<file path="src/rtl/pc_sequencer_pkg.sv">
// rtl/pc_sequencer_pkg.sv - shared encodings and default vectors for the PC sequencer
package pc_sequencer_pkg;

  // Redirect source select; SEL_RSV is decoded as "no redirect".
  typedef enum logic [1:0] {
    SEL_BR  = 2'd0,
    SEL_J   = 2'd1,
    SEL_JR  = 2'd2,
    SEL_RSV = 2'd3
  } redir_sel_e;

  localparam int DEF_ADDR_W = 32;
  localparam int DEF_JT_W   = 26;

  localparam logic [31:0] DEF_RESET_VEC = 32'h8000_0000;
  localparam logic [31:0] DEF_IRQ_VEC   = 32'h8000_0004;
  localparam logic [31:0] DEF_EXC_VEC   = 32'h8000_0008;

endpackage

</file>
<file path="src/rtl/pc_target_mux.sv">
// rtl/pc_target_mux.sv - combinational seq/branch/jump/jr target selection with kernel-bit rules
module pc_target_mux
  import pc_sequencer_pkg::*;
#(
  parameter int ADDR_W = DEF_ADDR_W,
  // JT_W + 3 must not exceed ADDR_W so the jump field never reaches the kernel bit.
  parameter int JT_W   = DEF_JT_W
) (
  input  logic [ADDR_W-1:0] pc,
  input  logic              redir_valid,
  input  logic [1:0]        redir_sel,
  input  logic              br_taken,
  input  logic [ADDR_W-1:0] br_target,
  input  logic [JT_W-1:0]   jt,
  input  logic [ADDR_W-1:0] jr_target,
  output logic [ADDR_W-1:0] seq,
  output logic              redir_hit,
  output logic [ADDR_W-1:0] redir_target
);

  localparam logic [ADDR_W-1:0] LOW_MASK = {1'b0, {(ADDR_W-1){1'b1}}};
  localparam logic [ADDR_W-1:0] MSB_MASK = ~LOW_MASK;
  localparam logic [ADDR_W-2:0] STEP     = (ADDR_W-1)'(4);

  logic              kbit;
  logic [ADDR_W-1:0] kbit_only;
  logic [ADDR_W-1:0] br_addr;
  logic [ADDR_W-1:0] jmp_addr;
  logic [ADDR_W-1:0] jr_addr;
  logic [ADDR_W-1:0] jt_ext;

  assign kbit      = pc[ADDR_W-1];
  assign kbit_only = pc & MSB_MASK;

  // The increment stays in the low field so the kernel bit is never carried into.
  assign seq = {kbit, pc[ADDR_W-2:0] + STEP};

  // Branch targets cannot change privilege: the kernel bit comes from the current pc.
  assign br_addr = (br_target & LOW_MASK) | kbit_only;

  // Jump field is word-aligned and zero-extended below the kernel bit.
  assign jt_ext   = {{(ADDR_W-JT_W-2){1'b0}}, jt, 2'b00};
  assign jmp_addr = jt_ext | kbit_only;

  // User code may never raise the kernel bit; kernel code may drop it to return to user.
  assign jr_addr = kbit ? jr_target : (jr_target & LOW_MASK);

  // Decode the request into a single effective redirect and its target.
  always_comb begin
    redir_hit    = 1'b0;
    redir_target = seq;
    if (redir_valid) begin
      case (redir_sel_e'(redir_sel))
        SEL_BR: begin
          if (br_taken) begin
            redir_hit    = 1'b1;
            redir_target = br_addr;
          end
        end
        SEL_J: begin
          redir_hit    = 1'b1;
          redir_target = jmp_addr;
        end
        SEL_JR: begin
          redir_hit    = 1'b1;
          redir_target = jr_addr;
        end
        default: begin
          redir_hit    = 1'b0;
          redir_target = seq;
        end
      endcase
    end
  end

endmodule

</file>
<file path="src/rtl/pc_sequencer.sv">
// rtl/pc_sequencer.sv - IF-stage program counter with priority redirect, pending latch and epc
module pc_sequencer
  import pc_sequencer_pkg::*;
#(
  parameter int              ADDR_W    = DEF_ADDR_W,
  parameter int              JT_W      = DEF_JT_W,
  parameter logic [ADDR_W-1:0] RESET_VEC = DEF_RESET_VEC,
  parameter logic [ADDR_W-1:0] IRQ_VEC   = DEF_IRQ_VEC,
  parameter logic [ADDR_W-1:0] EXC_VEC   = DEF_EXC_VEC
) (
  input  logic              clk,
  input  logic              reset,
  input  logic              stall,
  input  logic              fetch_ready,
  input  logic              redir_valid,
  input  logic [1:0]        redir_sel,
  input  logic              br_taken,
  input  logic [ADDR_W-1:0] br_target,
  input  logic [JT_W-1:0]   jt,
  input  logic [ADDR_W-1:0] jr_target,
  input  logic              irq,
  input  logic              exc,
  output logic [ADDR_W-1:0] pc,
  output logic [ADDR_W-1:0] pc_plus4,
  output logic [ADDR_W-1:0] epc,
  output logic              flush,
  output logic              kernel
);

  logic              hold;
  logic              redir_hit;
  logic [ADDR_W-1:0] redir_target;
  logic [ADDR_W-1:0] seq;

  logic              pend_valid;
  logic [ADDR_W-1:0] pend_target;

  logic [ADDR_W-1:0] pc_n;
  logic [ADDR_W-1:0] epc_n;
  logic              pend_valid_n;
  logic [ADDR_W-1:0] pend_target_n;
  logic              flush_n;
  logic [ADDR_W-1:0] next_norm;

  assign hold     = stall | ~fetch_ready;
  assign pc_plus4 = seq;
  assign kernel   = pc[ADDR_W-1];

  pc_target_mux #(
    .ADDR_W (ADDR_W),
    .JT_W   (JT_W)
  ) u_target_mux (
    .pc           (pc),
    .redir_valid  (redir_valid),
    .redir_sel    (redir_sel),
    .br_taken     (br_taken),
    .br_target    (br_target),
    .jt           (jt),
    .jr_target    (jr_target),
    .seq          (seq),
    .redir_hit    (redir_hit),
    .redir_target (redir_target)
  );

  // Unheld next pc: a live redirect beats a pending one, otherwise fall through to seq.
  always_comb begin
    next_norm = seq;
    if (redir_hit) begin
      next_norm = redir_target;
    end else if (pend_valid) begin
      next_norm = pend_target;
    end
  end

  // Priority resolution: exc, then irq, then redirects/pending, then sequential advance.
  always_comb begin
    pc_n          = pc;
    epc_n         = epc;
    pend_valid_n  = pend_valid;
    pend_target_n = pend_target;
    flush_n       = 1'b0;

    if (exc) begin
      // Exceptions are precise even under a stall and discard any pending redirect.
      pc_n         = EXC_VEC;
      epc_n        = seq;
      pend_valid_n = 1'b0;
      flush_n      = 1'b1;
    end else if (irq && !kernel && !hold) begin
      // Return lands where the pipeline would have gone without the interrupt.
      pc_n         = IRQ_VEC;
      epc_n        = next_norm;
      pend_valid_n = 1'b0;
      flush_n      = 1'b1;
    end else if (!hold) begin
      pc_n = next_norm;
      if (redir_hit || pend_valid) begin
        pend_valid_n = 1'b0;
        flush_n      = 1'b1;
      end
    end else if (redir_hit) begin
      // Target is frozen now, relative to the pc that issued it; newer requests overwrite.
      pend_valid_n  = 1'b1;
      pend_target_n = redir_target;
    end
  end

  // Architectural state and the pending-redirect register.
  always_ff @(posedge clk or posedge reset) begin
    if (reset) begin
      pc          <= RESET_VEC;
      epc         <= '0;
      pend_valid  <= 1'b0;
      pend_target <= '0;
      flush       <= 1'b0;
    end else begin
      pc          <= pc_n;
      epc         <= epc_n;
      pend_valid  <= pend_valid_n;
      pend_target <= pend_target_n;
      flush       <= flush_n;
    end
  end

endmodule
</file>
<file path="config.mk">
export PLATFORM = sky130hd
export DESIGN_NAME = pc_sequencer
export DESIGN_NICKNAME = d
export VERILOG_FILES = /design/src/rtl/pc_sequencer_pkg.sv /design/src/rtl/pc_target_mux.sv /design/src/rtl/pc_sequencer.sv
export SDC_FILE = /design/constraint.sdc
export NUM_CORES = 1
export LEC_CHECK = 0
export ABC_CLOCK_PERIOD_IN_PS = 3400
export BUFFER_PORTS_ARGS = -buffer_cell sky130_fd_sc_hd__buf_4
export CORE_ASPECT_RATIO = 1.2
export CORE_MARGIN = 4
export CORE_UTILIZATION = 45
export CTS_CLUSTER_DIAMETER = 120
export DETAILED_ROUTE_END_ITERATION = 8
export GPL_ROUTABILITY_DRIVEN = 0
export PLACE_DENSITY = 0.79
export SLEW_MARGIN = 10
export SYNTH_ARGS = -nofsm -noshare
export SYNTH_HDL_FRONTEND = slang
export SYNTH_HIERARCHICAL = 1
export SYNTH_SLANG_ARGS = --single-unit
</file>
<file path="constraint.sdc">
create_clock -name clk -period 3.4 [get_ports clk]
set_input_delay 0 -clock clk [delete_from_list [all_inputs] [get_ports clk]]
set_output_delay 0 -clock clk [all_outputs]
set_load 0.01 [all_outputs]
</file>
==> metrics.txt, run 1 <==
DRC 0; pre-CTS setup slack 0.616 ns; antenna diode count 0; Avg WL per Cell roughly 22 microns; Final Hold Fails 0; DP Area 8070 sq um; Switching Power slightly below 900 uW; setup bufs post-CTS 0; share of cells above drive strength 1 around a third; type of the worst setup path reg2reg; Syn Nets 770; count of cell types in the netlist 67; startpoint type of the worst setup path flop; hold slack 0.0793 ns; Setup Skew ~0.0073 ns; Netlist Area Pre-Place 6580 sq um; combinational share of power 22.1%; Seq pwr share a little over two fifths; pwr dens about 370 nW/um^2; max frequency between 0.3 and 0.4 GHz; crit-path cells and4_1 -> nand3_1 -> xnor2_1 -> o2bb2ai_1 -> nor2b_1 -> a211oi_1 -> a221o_1; Iteration-0 DRC Markers 648; vias per cell 6.34; Power, Total 3110 uW; Hold Path Stages 3; Crit path max-delay family simple AND/OR/NAND/NOR gates; register area share after synthesis between 30% and 40%; Routed Antenna Nets 0; IO Pins 198; Area Overhead vs Synth 27.5%; Pins Over Slew Limit 0; I/O Buffers 196; crit path capture type flop; slowest cell on the critical path dfrtp_1; Synth Instances 665; Slew HR 40.3%; most frequent cells in the layout buf_4 (216), dfrtp_1 (96), nand2_1 (40); Register-to-Register Path Depth 7; vias in the first global route 6295; Post-Layout Inst Area 8390 sq um; final wirelength ~22000 microns; Net Sw Frac approximately 29%; CP Buf/Inv Count 0; Overflow after GRT 0; CP peak stage delay 0.50 ns; CTS tree done; first-pass GRT wire length 34600 microns; Final min period 2.74 ns; fill cell count 1242; chip width 118 microns; Seq cells post-synth 98; Worst Setup Slack, final between 0.6 and 0.7 ns; NumNets Final just over 900; Clock Path Buffers 2; post-DP HPWL between 15000 and 20000 microns; VDD IR-drop max 212 uV; Post-synth ARST share 100%; Post-synth top flop dfrtp_1; Hold Path Class in2reg; Num CTS Buffers 9; Lkg Pwr about 0.0038 uW; Row Count 48; First-pass DRT Iterations 5; status finished, final reports clean; DIE AREA 16600 sq um; final setup fails 0; Levels on crit path 7; WP data arrival 3.01 ns; RSZ-0062 raised after global routing no; H-tree Lvls 3; Mean Syn Cell Area 9.89 sq um; root buf cell clkbuf_16; Pint 2220 uW; Max Fanout on Critical Path 9; Total GRT Usage 25.9%; commonest non-fill, non-tap cell in the layout buf_4; CTS clk-pin slew, worst paths 0.07 ns; starting density of the core 45.8%; Core ar. around 14000 sq um; initial antenna violation count 0; Worst EP required 3.68 ns; TNS Setup 0 ns; Clock Latency Late Sink 0.34 ns; maxcap violations 0; Die Height roughly 140 microns; number of flops mapped to enable cells by yosys 0; YS warnings 6; Slew @ Worst Pin between 0.8 and 0.9 ns; largest net degree at the start of global routing 45; Clock Power Share 34.1%; total number of vias 6394; Tcrit/Tclk final 80.5%; CTS sink cnt 98
-- path summary, 6_finish.rpt --
check                               startpoint              to  slack [ns]
worst min register to register  pend_target[9]  pend_target[9]        0.49
max in group asynchronous                reset         epc[11]        2.28
worst min-delay path                       irq          pc[29]        0.08
worst max-delay path                     pc[6]         epc[13]        0.66
worst max register to register           pc[6]         epc[13]        0.66
min in group asynchronous                reset          pc[27]        0.30
-- power by group through the flow --
| stage | Combinational (uW) | Clock, uW | Sequential (uW) |
|---|---|---|---|
| floorplan | 407 | 0 | 1370 |
| global placement | 667 | 0 | 1380 |
| detailed placement | 683 | 0 | 1380 |
| CTS | 688 | 1080 | 1360 |
| global route | 741 | 1120 | 1370 |
| finish | 687 | 1060 | 1360 |
-- stage by stage --
step           utilization (%)  std cells
2_1_floorplan                -        665
3_3_place_gp              56.2        991
3_5_place_dp              56.2        991
4_1_cts                   58.4       1008
5_1_grt                   58.4       1008
6_report                  58.4       1008
-- kinds of logic after synthesis --
kind of cell               synth area share [%]
AOI/OAI and AO/OA                          24.6
buffers and inverters                      6.37
muxes                                      11.1
adders and majority gates                 0.951
xor gates and xnor gates                   3.60
and+or+nand+nor                            16.1
DFF                                        37.3
-- state kept, by name, summed over array words and instances (netlist names) --
register     cells
pend_target     32
epc             32
pend_valid       1
pc              32
flush            1
-- cell usage after synthesis, types with 9 or more instances --
cell,n,area [sq um]
o211ai_1,13,97.6
xnor2_1,15,131
dfrtp_1,97,2430
buf_4,11,82.6
nand3_1,24,120
nand2_1,40,150
clkbuf_1,28,105
mux2i_1,29,290
o21ai_0,17,85.1
and2_1,25,156
nand4_1,11,68.8
nor2_1,16,60.1
mux2_2,37,417
xor2_1,12,105
a22o_1,17,149
a222oi_1,21,210
o21a_1,9,67.6
nor2b_1,19,119
o2bb2ai_1,15,131
inv_1,15,56.3
nand2b_1,15,93.8
buf_2,16,80.1
a211oi_1,18,135
a221o_1,18,180
a21oi_1,9,45.0
-- worst reg2reg max path, cell delays in order, from the launching register on --
cell,delay [ns]
dfrtp_1,0.50
and4_1,0.48
nand3_1,0.46
xnor2_1,0.49
o2bb2ai_1,0.20
nor2b_1,0.07
a211oi_1,0.29
a221o_1,0.20
-- area by class of cell --
| class | count | area (sq um) | area share [%] |
|---|---|---|---|
| clock buffers | 12 | 256 | 3.06 |
| clock inverters | 4 | 50.0 | 0.597 |
| inverters | 16 | 62.6 | 0.746 |
| multi-input cells | 486 | 3710 | 44.3 |
| flip-flops and latches | 98 | 2450 | 29.3 |
| well taps | 175 | 219 | 2.61 |
| repair buffers | 217 | 1630 | 19.5 |
-- repair_timing --
action                    in CTS  in global routing
resized for setup              0                  0
hold endpoints to repair      41                  0
hold buffers                   1                  0
-- per-layer routing --
| metal | part of all wire (%) | GRT usage [%] | wire (microns) | vias to the layer above |
|---|---|---|---|---|
| li1 | - | - | - | 2897 |
| met1 | 40 | 32.4 | 8900 | 3165 |
| met2 | 50 | 45.0 | 11100 | 300 |
| met3 | 7.7 | 5.49 | 1700 | 32 |
| met4 | 2.4 | 7.96 | 542 | 0 |
| met5 | 0 | 0 | 0 | - |
Power figures use the tool's default switching activity.
==> run 2, diff against run 1 <==
--- a/config.mk
+++ b/config.mk
@@ -5,7 +5,8 @@
 export SDC_FILE = /design/constraint.sdc
 export NUM_CORES = 1
 export LEC_CHECK = 0
-export ABC_CLOCK_PERIOD_IN_PS = 3400
+export ABC_AREA = 1
+export ABC_CLOCK_PERIOD_IN_PS = 2560
 export BUFFER_PORTS_ARGS = -buffer_cell sky130_fd_sc_hd__buf_4
 export CORE_ASPECT_RATIO = 1.2
 export CORE_MARGIN = 4
==> constraint.sdc (replaced) <==
create_clock -name clk -period 2.56 [get_ports clk]
set_input_delay 0 -clock clk [delete_from_list [all_inputs] [get_ports clk]]
set_output_delay 0 -clock clk [all_outputs]
set_load 0.01 [all_outputs]
==> run 2 against run 1 <==
Count of clock-buffer cells in the layout rose by 2. Core utilization grew 0.75 points. Combinational power up 29%. Sequential share of layout area shrank 1.9 points.
==> metrics.txt, run 2 <==
Post-synth ARST share 100%; first-pass GRT wire length approximately 36000 microns; First-pass DRT Iterations 6; H-tree Lvls 3; Switching Power 1180 uW; number of flops mapped to enable cells by yosys 0; Avg WL per Cell 15.1 microns; Post-Layout Inst Area 8960 sq um; total number of vias 7643; Final min period 2.12 ns; most frequent cells after synthesis nand2_1 (540), nand3_1 (197), inv_1 (101), dfrtp_1 (97), nor2_1 (32); Area Overhead vs Synth 28.0%; top-count cell post-synth nand2_1; Hold Buf Count CTS 2; Syn Nets 1221; NumNets Final about 1400; starting density of the core 46.2%; Pins Over Slew Limit 0; Netlist Area Pre-Place 7000 sq um; Post-Layout Cell Count 1493; Pint about 2800 uW; Register-to-Register Path Depth 14; Worst Setup EP pc_plus4[16]; chip width 122 microns; Net Sw Frac 29.5%; Synth area leaders dfrtp_1 (35%), nand2_1 (29%), nand3_1 (14%), inv_1 (5.4%), nor2_4 (1.9%); Die Height between 100 and 150 microns; Lkg Pwr 0.00495 uW; register area share after synthesis 35.0%; Hold Path Class in2reg; Max Fanout on Critical Path 6; Power, Total 4020 uW; r2r endpoint epc[16]; count of cell types in the netlist 31; status finished, final reports clean; RSZ-0062 raised after global routing no; post_cts resized 0; root buf cell clkbuf_16; Core ar. 15100 sq um; Synth Instances 1116; Overflow after GRT 0; YS warnings 6; largest net degree at the start of global routing 67; R2R Setup Slk around 0.47 ns; Mean Syn Cell Area 6.27 sq um; Iteration-0 DRC Markers just over 800; DRC 0; Seq cells post-synth 98; final wirelength 22600 microns; WP data arrival 2.12 ns; TNS Setup 0 ns; max frequency 0.472 GHz; combinational share of power approximately 22%; I/O Buffers 196; reg2reg start pc[2]; VDD IR-drop max between 200 and 300 uV; initial antenna violation count 0; Total GRT Usage 25.4%; DP Area 8640 sq um; Num CTS Buffers 9; area leader, netlist dfrtp_1; commonest non-fill, non-tap cell in the layout nand2_1; pwr dens 448 nW/um^2; Routed Antenna Nets 0; CTS sink cnt 98; Final Hold Fails 0; Post-synth top flop dfrtp_1; most frequent cells in the layout nand2_1 (540), buf_4 (218), nand3_1 (197); crit path capture type output pin; dpl cells 1475; Slew HR 52.2%; final setup fails 0; CTS clk-pin slew, worst paths 0.06 ns; CTS tree done; share of cells above drive strength 1 21.1%; type of the worst setup path reg2out; Clock Latency Late Sink 0.34 ns; Clock Power Share around 35%; setup bufs post-CTS 0; startpoint type of the worst setup path flop; vias in the first global route 7029; Setup crit start pc[2]; largest registers epc: 32 flops, pc: 32 flops, pend_target: 32 flops; Slew @ Worst Pin 0.716 ns; Worst EP required 2.56 ns; maxcap violations 0; share of the synthesized area in the top cell type 34.7%; post-DP HPWL 16500 microns; Clock Path Buffers 2; IO Pins 198; Setup Skew roughly 0.0087 ns; Row Count 49; DIE AREA 17600 sq um; Seq pwr share between 40% and 50%; antenna diode count 0; Tcrit/Tclk final 82.7%; vias per cell 5.12
[run 2: changes by cell type in the layout (fill, tap and decap cells not counted), moves of 18 or more]
cell | before | now
mux2i_1 | 29 | 0
nand3_1 | 24 | 197
inv_1 | 14 | 100
nand2_1 | 40 | 540
a211oi_1 | 18 | 0
a221o_1 | 18 | 0
mux2_2 | 37 | 0
nor2b_1 | 19 | 0
a222oi_1 | 21 | 0
[run 2: cell type report]
| type | count | area (sq um) |
|---|---|---|
| Clock buffer | 14 | 264 |
| Clock inverter | 2 | 35.0 |
| Fill cell | 1447 | 6180 |
| Inverter | 103 | 390 |
| Multi-Input combinational cell | 850 | 3870 |
| Sequential cell | 98 | 2450 |
| Tap cell | 204 | 255 |
| Timing Repair Buffer | 222 | 1700 |
[run 2: worst min-delay path by stage]
stage	slack, ns	end	depth (start not counted)	start
2_1_floorplan	0.20	pc[3]	3	stall
3_3_place_gp	0.06	pc[7]	2	reset
3_5_place_dp	0.07	pc[7]	2	reset
4_1_cts	0.06	epc[16]	3	exc
5_1_grt	0.07	epc[19]	3	exc
6_report	0.07	epc[12]	3	exc
[run 2: routing by layer]
layer  track usage [%]  routed length, microns
met2              43.4                   10800
met5                 0                       0
met3              5.16                    1990
met4              7.96                     380
met1              32.5                    9370
[run 2: per-stage QoR]
stage | worst slack, ns | hold slack [ns] | utilization, %
finish | 0.443 | 0.0692 | 59.2
global route | 0.234 | 0.0730 | 59.2
CTS | 0.459 | 0.0590 | 59.2
detailed placement | 0.533 | 0.0723 | 57.1
global placement | 0.557 | 0.0647 | 57.1
floorplan | 0.718 | 0.195 | -
[run 2: logic make-up after synthesis]
| family | after synthesis | share of synthesized area [%] |
|---|---|---|
| and+or+nand+nor | 808 | 49.6 |
| xor gates and xnor gates | 14 | 2.50 |
| adders and majority gates | 5 | 0.893 |
| DFF | 98 | 35.0 |
| AOI/OAI and AO/OA | 23 | 2.13 |
| buffers and inverters | 168 | 9.86 |
[run 2: worst max-delay path, stage by stage (launching register included)]
cell and delay [ns]:
dfrtp_1 0.47, ha_1 0.23, nand2_1 0.10, nor2_4 0.15, nand2_4 0.11, nor2_4 0.18, nand2_1 0.07, nand2_1 0.09
and2_1 0.21, buf_4 0.15
[run 2: power groups by stage]
| stage | Sequential (uW) | Combinational [uW] | Clock, uW |
|---|---|---|---|
| after floorplan | 1770 | 500 | 0 |
| after global placement | 1770 | 867 | 0 |
| after detailed placement | 1770 | 881 | 0 |
| after CTS | 1740 | 889 | 1400 |
| after global routing | 1760 | 993 | 1470 |
| final | 1750 | 887 | 1380 |
==> run 3, diff against run 2 <==
--- a/config.mk
+++ b/config.mk
@@ -6,7 +6,7 @@
 export NUM_CORES = 1
 export LEC_CHECK = 0
 export ABC_AREA = 1
-export ABC_CLOCK_PERIOD_IN_PS = 2560
+export ABC_CLOCK_PERIOD_IN_PS = 2000
 export BUFFER_PORTS_ARGS = -buffer_cell sky130_fd_sc_hd__buf_4
 export CORE_ASPECT_RATIO = 1.2
 export CORE_MARGIN = 4
==> constraint.sdc (replaced) <==
create_clock -name clk -period 2 [get_ports clk]
set_input_delay 0 -clock clk [delete_from_list [all_inputs] [get_ports clk]]
set_output_delay 0 -clock clk [all_outputs]
set_load 0.01 [all_outputs]
==> run 3 against run 2 <==
The run now ends with negative setup slack left. Design area rose by 4.3%. Sequential power rose by 27%. Non-clock buffer count rose by 32. Critical path depth rose by 5. Critical endpoint is now epc[16]. Wire length rose by 5.1%. Largest cell class unchanged. Core utilization rose by 2.5 points. First-iteration DRC count rose by 9.5%. Global-route usage rose by 1.4 points. Count of clock-buffer cells in the layout fell by 4. Power rose by 33%. Clock skew rose by 0.0015 ns.
==> metrics.txt, run 3 (synthesized netlist as in run 2, its figures left out) <==
status complete, but fails checks; violated checks negative setup slack; final setup fails 2; DRC 0; Setup crit start pc[2]; startpoint type of the worst setup path flop; Routed Antenna Nets 0; initial antenna violation count 0; met2 WL post-DR 11300 microns; Final Hold Fails 0; Clock Path Buffers 2; Pins Over Slew Limit 0; type of the worst setup path reg2reg; antenna diode count 0; WP data arrival 2.29 ns; fill cell count 1385; DIE AREA 17600 sq um; pre-CTS setup slack 0.0968 ns; R2R Setup Slk -0.02 ns; final wirelength 23700 microns; max frequency approximately 0.50 GHz; first-pass GRT wire length ~38000 microns; r2r endpoint epc[16]; Post-Layout Cell Count around 1500; I/O Buffers 196; NumNets Final 1421; Lkg Pwr about 0.005 uW; Worst EP required 2.28 ns; Core ar. 15100 sq um; reg2reg start pc[2]; starting density of the core 46.2%; Hold Path Class in2reg; maxcap violations 0; Worst Setup Slack, final -0.0151 ns; largest net degree at the start of global routing 53; VDD IR-drop max 376 uV; Slew @ Worst Pin ~0.94 ns; vias per cell 5.15; dpl cells 1501; share of cells above drive strength 1 26.3%; Num CTS Buffers 9; Setup Skew about 0.01 ns; CTS sink cnt 98; Area Overhead vs Synth 33.5%; post-DP HPWL ~17000 microns; root buf cell clkbuf_16; Total GRT Usage 26.8%; Row Count 49; largest registers epc: 32 flops, pc: 32 flops, pend_target: 32 flops; chip width 122 microns; commonest non-fill, non-tap cell in the layout nand2_1; Overflow after GRT 0; crit path capture type flop; Power, Total 5330 uW; Clock Latency Late Sink 0.35 ns; Avg WL per Cell between 15 and 20 microns; RSZ-0062 raised after global routing yes; CTS clk-pin slew, worst paths approximately 0.07 ns; most frequent cells in the layout nand2_1 (517), buf_4 (248), nand3_1 (192); Register-to-Register Path Depth 14; top sig layer met4; Tcrit/Tclk final 101%; H-tree Lvls 3; Slew HR 37.1%; vias in the first global route 7443; Final min period slightly above 2 ns; met3 WL post-DR 2410 microns; Worst Setup EP epc[16]; Die Height 145 microns; total number of vias 7847; Iteration-0 DRC Markers 899; M1 WL between 9000 and 10000 microns; hold slack roughly 0.051 ns; pwr dens 571 nW/um^2; First-pass DRT Iterations 6; CTS tree done; Max Fanout on Critical Path 6; TNS Setup -0.0163 ns; IO Pins 198
[run 3: timing repair]
| item | 4_1_cts | 5_1_grt |
|---|---|---|
| hold endpoints to repair | 98 | 0 |
| resized for setup | 1 | 44 |
| setup buffers | 1 | 5 |
| hold buffers | 2 | 0 |
| endpoints found under the setup margin | 2 | 45 |
| pin swaps | 1 | 22 |
[run 3: worst min path at each step]
stage,slack (ns),to,from,depth (start not counted)
2_1_floorplan,0.20,pc[3],stall,3
3_3_place_gp,-0.09,epc[7],reset,2
3_5_place_dp,-0.09,epc[7],reset,2
4_1_cts,0.04,pc[2],irq,5
5_1_grt,0.08,epc[25],exc,3
6_report,0.05,pc[2],irq,5
[run 3: metrics by stage]
step	area, sq um	util (%)
after floorplan	7010	-
after global placement	8840	58.4
after detailed placement	8840	58.4
after CTS	9190	60.7
after global routing	9340	61.7
final	9340	61.7
[run 3: critical path: stages (launching register included)]
cell and delay, ns:
dfrtp_1 0.40, ha_2 0.21, nand2_2 0.06, nor2_4 0.16
nand2_4 0.11, nor2_4 0.21, nand2_1 0.08, nand2_1 0.09
and2_4 0.17, inv_2 0.04, nand2_2 0.06, nand3_2 0.07
nand2_2 0.10, nand2_2 0.07, nand3_2 0.12
[run 3: final cells by class]
type                    instances  area [sq um]  area share (%)
inverters                     103           390            4.18
flip-flops and latches         98          2460            26.3
clock inverters                 6          90.1           0.964
clock buffers                  10           229            2.45
multi-input cells             850          3970            42.5
repair buffers                254          1940            20.8
well taps                     204           255            2.73
[run 3: per-layer routing]
layer	up-vias	global-route usage, %
met5	-	0
met4	0	9.38
met3	47	7.24
met2	388	44.1
met1	3567	34.2
li1	3845	-
[run 3: report_power, final]
part	internal, uW	switching, uW
Sequential	2130	98.8
Clock	1100	785
Combinational	500	720
Total	3730	1600
